<file path="config.mk">
export PLATFORM = sky130hd
export DESIGN_NAME = if_fetch_unit
export DESIGN_NICKNAME = d
export VERILOG_FILES = /design/src/rtl/if_fetch_unit_pkg.sv /design/src/rtl/if_fetch_unit_fifo.sv /design/src/rtl/if_fetch_unit.sv
export SDC_FILE = /design/constraint.sdc
export NUM_CORES = 1
export LEC_CHECK = 0
export ABC_AREA = 0
export BUFFER_PORTS_ARGS = -buffer_cell sky130_fd_sc_hd__buf_2
export CELL_PAD_IN_SITES_DETAIL_PLACEMENT = 1
export CELL_PAD_IN_SITES_GLOBAL_PLACEMENT = 1
export CORE_MARGIN = 2
export CORE_UTILIZATION = 35
export CTS_CLUSTER_SIZE = 25
export DETAILED_ROUTE_END_ITERATION = 16
export PLACE_DENSITY = 0.68
export SYNTH_ARGS = -nofsm -noshare
export SYNTH_HDL_FRONTEND = slang
export SYNTH_SLANG_ARGS = --single-unit
</file>
<file path="constraint.sdc">
create_clock -name clk -period 20.2 [get_ports clk]
set_input_delay 1.01 -clock clk [delete_from_list [all_inputs] [get_ports clk]]
set_output_delay 1.01 -clock clk [all_outputs]
set_load 0.01 [all_outputs]
</file>
<file path="src/rtl/if_fetch_unit_pkg.sv">
// if_fetch_unit_pkg: shared widths and fetch FSM state encoding
package if_fetch_unit_pkg;
  localparam int WORD_LEN = 32;
  localparam int INST_BYTES = 4;
  typedef enum logic [1:0] {
    FETCH_ST_IDLE  = 2'd0,
    FETCH_ST_REQ   = 2'd1,
    FETCH_ST_DRAIN = 2'd2
  } fetch_st_e;
endpackage

</file>
<file path="src/rtl/if_fetch_unit_fifo.sv">
// fetch_fifo: small flushable FIFO with a registered head that holds its last value when empty
module fetch_fifo #(
  parameter int WIDTH = 64,
  parameter int DEPTH = 4
) (
  input  logic                     clk,
  input  logic                     rst,
  input  logic                     push,
  input  logic                     pop,
  input  logic                     flush,
  input  logic [WIDTH-1:0]         wdata,
  output logic                     full,
  output logic                     empty,
  output logic [$clog2(DEPTH):0]   count,
  output logic [WIDTH-1:0]         head
);
  localparam int AW = $clog2(DEPTH);
  logic [WIDTH-1:0] mem_q [DEPTH];
  logic [AW:0] wr_q, wr_d, rd_q, rd_d, rd_adv;
  logic [WIDTH-1:0] head_q, head_d;
  logic do_push, do_pop;
  assign count = wr_q - rd_q;
  assign empty = count == '0;
  assign full = count[AW];
  assign do_push = push & ~full;
  assign do_pop = pop & ~empty;
  assign rd_adv = rd_q + (AW+1)'(do_pop);
  assign head = head_q;
  // Pointer update and the value the head register will show next cycle
  always_comb begin
    wr_d = flush ? '0 : wr_q + (AW+1)'(do_push);
    rd_d = flush ? '0 : rd_adv;
    head_d = (flush || wr_d == rd_d) ? head_q : (rd_adv == wr_q) ? wdata : mem_q[rd_adv[AW-1:0]];
  end
  // Pointer and head registers
  always_ff @(posedge clk) begin
    if (!rst) begin
      wr_q <= '0;
      rd_q <= '0;
      head_q <= '0;
    end else begin
      wr_q <= wr_d;
      rd_q <= rd_d;
      head_q <= head_d;
    end
  end
  // Storage array
  always_ff @(posedge clk) begin
    if (do_push) mem_q[wr_q[AW-1:0]] <= wdata;
  end
endmodule

</file>
<file path="src/rtl/if_fetch_unit.sv">
// if_fetch_unit: instruction fetch front end with single-outstanding imem handshake and decode FIFO
module if_fetch_unit
  import if_fetch_unit_pkg::*;
#(
  parameter int W = WORD_LEN,
  parameter int DEPTH = 4,
  parameter logic [W-1:0] RESET_PC = '0
) (
  input  logic         clk,
  input  logic         rst,
  input  logic         redirect,
  input  logic [W-1:0] redirect_addr,
  output logic         imem_req,
  output logic [W-1:0] imem_addr,
  input  logic         imem_ack,
  input  logic [W-1:0] imem_rdata,
  output logic         inst_valid,
  output logic [W-1:0] inst,
  output logic [W-1:0] inst_pc,
  input  logic         inst_ready
);
  localparam int CW = $clog2(DEPTH) + 1;
  fetch_st_e state_q, state_d;
  logic [W-1:0] fpc_q, fpc_d, req_addr_q, req_addr_d;
  logic [CW-1:0] count, count_after;
  logic [2*W-1:0] head;
  logic push, pop, full, empty, fits;
  assign pop = ~empty & inst_ready;
  assign push = imem_ack & ~redirect & ~full & (state_q == FETCH_ST_REQ);
  assign count_after = redirect ? '0 : count + CW'(push) - CW'(pop);
  assign fits = ~count_after[CW-1];
  assign imem_req = state_q != FETCH_ST_IDLE;
  assign imem_addr = req_addr_q;
  assign inst_valid = ~empty;
  assign {inst_pc, inst} = head;
  // Next fetch PC, FSM successor, and the address presented next cycle (old one kept while draining)
  always_comb begin
    fpc_d = redirect ? (redirect_addr & ~W'(INST_BYTES - 1)) : push ? fpc_q + W'(INST_BYTES) : fpc_q;
    state_d = ((state_q == FETCH_ST_IDLE) || imem_ack) ? (fits ? FETCH_ST_REQ : FETCH_ST_IDLE)
            : ((state_q == FETCH_ST_REQ) && redirect) ? FETCH_ST_DRAIN : state_q;
    req_addr_d = (state_d == FETCH_ST_DRAIN) ? req_addr_q : fpc_d;
  end
  // FSM, fetch PC and request address registers
  always_ff @(posedge clk) begin
    if (!rst) begin
      state_q <= FETCH_ST_IDLE;
      fpc_q <= RESET_PC;
      req_addr_q <= RESET_PC;
    end else begin
      state_q <= state_d;
      fpc_q <= fpc_d;
      req_addr_q <= req_addr_d;
    end
  end
  fetch_fifo #(.WIDTH(2*W), .DEPTH(DEPTH)) u_fifo (
    .clk(clk),
    .rst(rst),
    .push(push),
    .pop(pop),
    .flush(redirect),
    .wdata({fpc_q, imem_rdata}),
    .full(full),
    .empty(empty),
    .count(count),
    .head(head)
  );
endmodule

</file>
==> qor.log <==
[placement] count of port buffers added during placement 164
[hold_path] path type of the worst min-delay path reg -> reg
[yosys] multiplexer area fraction after synthesis 13.7%
[worst_setup_path] kind of end point of the critical path flip-flop
[yosys] post-synthesis instance area 15500 um2
[finish] share of final-layout standard cells stronger than drive strength 1 27.8%
[routing] number of search-and-repair iterations in the first detailed-routing pass 5
[floorplanning] Chip Height 215 um
[routing] Iter 0 DRT Violations 417
[placement] HPWL after detailed placement 22000 um
[pwr] static leakage 6.81 nW
[yosys] xor and xnor area share after synthesis 2.01%
[yosys] count of flip-flops with a built-in enable after synthesis 256
[yosys] share of synthesized flip-flops with an asynchronous set or reset 0%
[yosys] Commonest cells post-synth 256 x sky130_fd_sc_hd__edfxtp_1, 136 x sky130_fd_sc_hd__dfxtp_1, 92 x sky130_fd_sc_hd__a21oi_1, 86 x sky130_fd_sc_hd__o21ai_0, 68 x sky130_fd_sc_hd__mux2i_1
[clock_tree] clock buffer depth 3
[pwr] Pwr per Cell Area 98.3 nW/um2
[routing] total met3 wirelength after detailed routing 2130 um
[sta] number of setup violations in the final report 0
[yosys] Synth Area in Compound Gates 8.41%
[flow_run] count of maximum capacitance violations 0
[sta] fin. max-slew vios 0
[worst_setup_path] crit path cell chain inv_1 > ha_1 > fa_1 > xor3_1 > or2_2 > and2_1 > ha_4 > ha_4 > xnor2_1 > a31oi_4 > buf_4 > o21ai_0 > a21oi_1
[floorplanning] overall die width 215 um
[sta] maximum clock frequency 174 MHz
[finish] area added between synthesis and finish 18.6%
[finish] number of cells in the finished layout apart from fillers 1824
[yosys] combinational family with the most area after synthesis multiplexers
[global_route] wire length of the first global-routing pass 59500 um
[routing] top sig layer met4
[floorplanning] area enclosed by the die boundary 46100 um2
[yosys] area share of fa/ha/maj cells after synthesis 0.773%
[yosys] Seq/Total Area, Yosys 67.0%
[sta] min cycle time layout 5750 ps
[yosys] cell with the most instances after synthesis sky130_fd_sc_hd__edfxtp_1
[worst_setup_path] Arrival @ worst endpoint 6230 ps
[routing] Via Count 9456
[placement] worst slack, placed 14520 ps
[clock_tree] cts-stage hold buffer count 0
[clock_tree] H-tree levels 2
[global_route] number of antenna violations at the first check in global routing 0
[routing] post-route met1 wirelength 17500 um
[yosys] average size of a mapped cell 14.9 um2
[routing] remaining number of nets flagged by the antenna check after routing 0
[yosys] most area-consuming cells after synthesis sky130_fd_sc_hd__edfxtp_1 49%, sky130_fd_sc_hd__dfxtp_1 18%, sky130_fd_sc_hd__mux4_2 9.3%, sky130_fd_sc_hd__mux2i_1 4.4%, sky130_fd_sc_hd__a21oi_1 3.0%
[clock_tree] sink count of the clock tree 392
[sta] worst relative slew slack 25.9%
[run_status] outcome completed
[clock_tree] TritonCTS clock tree yes
[clock_tree] Gates resized, CTS repair 0
[yosys] synthesized netlist net count 1123
[sta] final clock period utilization by the worst path 28.5%
[floorplanning] effective utilization at floorplan 35.3%
[sta] count of endpoints failing hold in the final timing report 0
[sta] Worst Slack Setup Final 14450 ps
[routing] WL met2 17800 um
[worst_setup_path] Setup crit start kind flip-flop
[routing] Routed WL per cell 20.9 um
[floorplanning] I/O pin count 167
[floorplanning] core region area 44000 um2
[worst_setup_path] critical path type reg -> reg
[worst_setup_path] highest-delay cell along the critical path sky130_fd_sc_hd__ha_4
[worst_setup_path] worst-path fanout max 94
[clock_tree] CTS root buf sky130_fd_sc_hd__clkbuf_16
[routing] detailed-route vias per instance 5.18
[yosys] basic-gate share of the synthesized area counting and, or, nand and nor cells 6.00%
[worst_setup_path] largest stage delay on the critical path 1000 ps
[global_route] via count of the first global-routing pass 9998
[yosys] portion of synthesized cell area occupied by the leading cell type 49.5%
[global_route] pin count of the biggest net entering global routing 95
[sta] RSZ-0062 raised after global routing false
[finish] Layout Utilization 41.9%
[placement] count of placed standard cells including taps 1741
[worst_setup_path] required time of the worst setup path 20680 ps
[yosys] Ys Warns 0
[finish] filler instances 4490
[pwr] worst vdd ir 0.0000534 V
[yosys] Seq cells post-synth 392
[placement] final weighted congestion in routability-driven placement 0.768
[sta] slew at the pin closest to its max-slew limit 1110 ps
[yosys] Netlist cell types 49
[yosys] cell type with the largest total area after synthesis sky130_fd_sc_hd__edfxtp_1
[clock_tree] post-CTS clock slew at the launch and capture registers of the worst setup and hold paths 60 ps
[clock_tree] total CTS buffers 44
[yosys] post-synthesis cell count 1045
[clock_tree] insertion delay of the later-clocked pin in the worst-skew pair 570 ps
[clock_tree] number of setup buffers added after CTS 0
[floorplanning] standard-cell rows 77
[worst_setup_path] most prevalent standard cell on the critical path sky130_fd_sc_hd__ha_4
[sta] Fin Clk Skew 19.0 ps
[worst_setup_path] worst path bufs/invs 2
[global_route] leftover overflow at the end of global routing 0
[sta] sum of negative setup slack 0 ps
[routing] detailed-route wire length 38100 um
[placement] total cell area at the placement stage 17000 um2
[worst_setup_path] CP delay by family, top adder cells
[finish] count of nets after finishing 1273
[routing] remaining design rule violation count 0
[yosys] top flip-flop cell by instance count after synthesis sky130_fd_sc_hd__edfxtp_1
[global_route] Overall Global Routing Usage 16.6%
[finish] design area 18400 um2
## flip-flops by register name, summed over array words and instances (netlist names)
register	count
state_q	2
u_fifo.wr_q	3
u_fifo.rd_q	3
imem_addr	32
u_fifo.head	64
fpc_q	32
u_fifo.mem_q	256
## area by class of cell
class | instances | area [um2] | share of cell area [%]
flip-flops and latches | 392 | 10400 | 56.5
well taps | 592 | 741 | 4.02
inverters | 10 | 37.5 | 0.204
multi-input cells | 570 | 4870 | 26.4
diodes | 1 | 2.50 | 0.0136
clock buffers | 65 | 1260 | 6.85
clock inverters | 17 | 181 | 0.985
repair buffers | 177 | 921 | 5.00
## logic make-up (layout without fill, tap and decap cells)
logic type      Yosys count  after routing
other cells               0              1
buf+inv                  83            269
mux                     132            132
xor+xnor                 34             34
compound gates          229            229
flops                   392            392
simple gates            166            166
fa+ha+maj                 9              9
## metrics by stage
stage / power (mW) / hold WS, ps
6_report: 1.81 / 473
5_1_grt: 1.88 / 513
4_1_cts: 1.84 / 477
3_5_place_dp: 1.03 / 465
3_3_place_gp: 1.03 / 460
2_1_floorplan: 0.981 / 455
## final timing paths
check / from / endpoint / slack (ps) / depth (start not counted)
min reg2reg: imem_addr[5]$_SDFFE_PN0P_ / imem_addr[5]$_SDFFE_PN0P_ / 470 / 2
max: u_fifo.wr_q[0]$_SDFF_PN0_ / u_fifo.head[22]$_SDFFE_PN0N_ / 14450 / 13
min: imem_addr[5]$_SDFFE_PN0P_ / imem_addr[5]$_SDFFE_PN0P_ / 470 / 2
max reg2reg: u_fifo.wr_q[0]$_SDFF_PN0_ / u_fifo.head[22]$_SDFFE_PN0N_ / 14450 / 13
## per-layer routing
metal / vias up / global-route usage (%)
met5: - / 0
met1: 4828 / 23.1
li1: 4354 / -
met2: 227 / 26.5
met4: 0 / 4.10
met3: 47 / 3.84
## cell usage in the layout (no fill, tap or decap), types with 6 or more instances in the layout
cell | Yosys | layout
sky130_fd_sc_hd__o21ai_0 | 86 | 86
sky130_fd_sc_hd__buf_2 | 15 | 163
sky130_fd_sc_hd__buf_4 | 0 | 14
sky130_fd_sc_hd__xor2_1 | 6 | 6
sky130_fd_sc_hd__a31oi_1 | 7 | 6
sky130_fd_sc_hd__nor4_2 | 7 | 7
sky130_fd_sc_hd__edfxtp_1 | 256 | 256
sky130_fd_sc_hd__nand4_1 | 8 | 8
sky130_fd_sc_hd__a21oi_1 | 92 | 91
sky130_fd_sc_hd__nor2_1 | 31 | 31
sky130_fd_sc_hd__dfxtp_1 | 136 | 136
sky130_fd_sc_hd__nand2_1 | 37 | 37
sky130_fd_sc_hd__xnor2_1 | 27 | 27
sky130_fd_sc_hd__and3_1 | 13 | 13
sky130_fd_sc_hd__nand3_1 | 21 | 20
sky130_fd_sc_hd__o211ai_1 | 9 | 9
sky130_fd_sc_hd__clkbuf_1 | 52 | 15
sky130_fd_sc_hd__ha_1 | 8 | 6
sky130_fd_sc_hd__nor3_2 | 2 | 6
sky130_fd_sc_hd__a211oi_1 | 7 | 7
sky130_fd_sc_hd__o31a_1 | 7 | 7
sky130_fd_sc_hd__mux4_2 | 64 | 64
sky130_fd_sc_hd__clkinv_2 | 0 | 6
sky130_fd_sc_hd__nand2b_1 | 7 | 7
sky130_fd_sc_hd__clkbuf_16 | 0 | 46
sky130_fd_sc_hd__inv_1 | 9 | 9
sky130_fd_sc_hd__mux2i_1 | 68 | 68
sky130_fd_sc_hd__nor3_1 | 14 | 10
## report_power, final
| part | internal, mW | switching, mW | leakage (nW) | total (mW) |
|---|---|---|---|---|
| clock | 0.474 | 0.322 | 0.707 | 0.796 |
| sequential | 0.878 | 0.0206 | 3.43 | 0.899 |
| combinational | 0.0477 | 0.0686 | 2.67 | 0.116 |
| total | 1.40 | 0.411 | 6.81 | 1.81 |
## tightest hold or removal path, cell delays in order, from the launching register on
cell and delay, ps:
sky130_fd_sc_hd__dfxtp_1 310, sky130_fd_sc_hd__nand2_1 50, sky130_fd_sc_hd__a31oi_1 60
(Power assumes the default switching activity.)
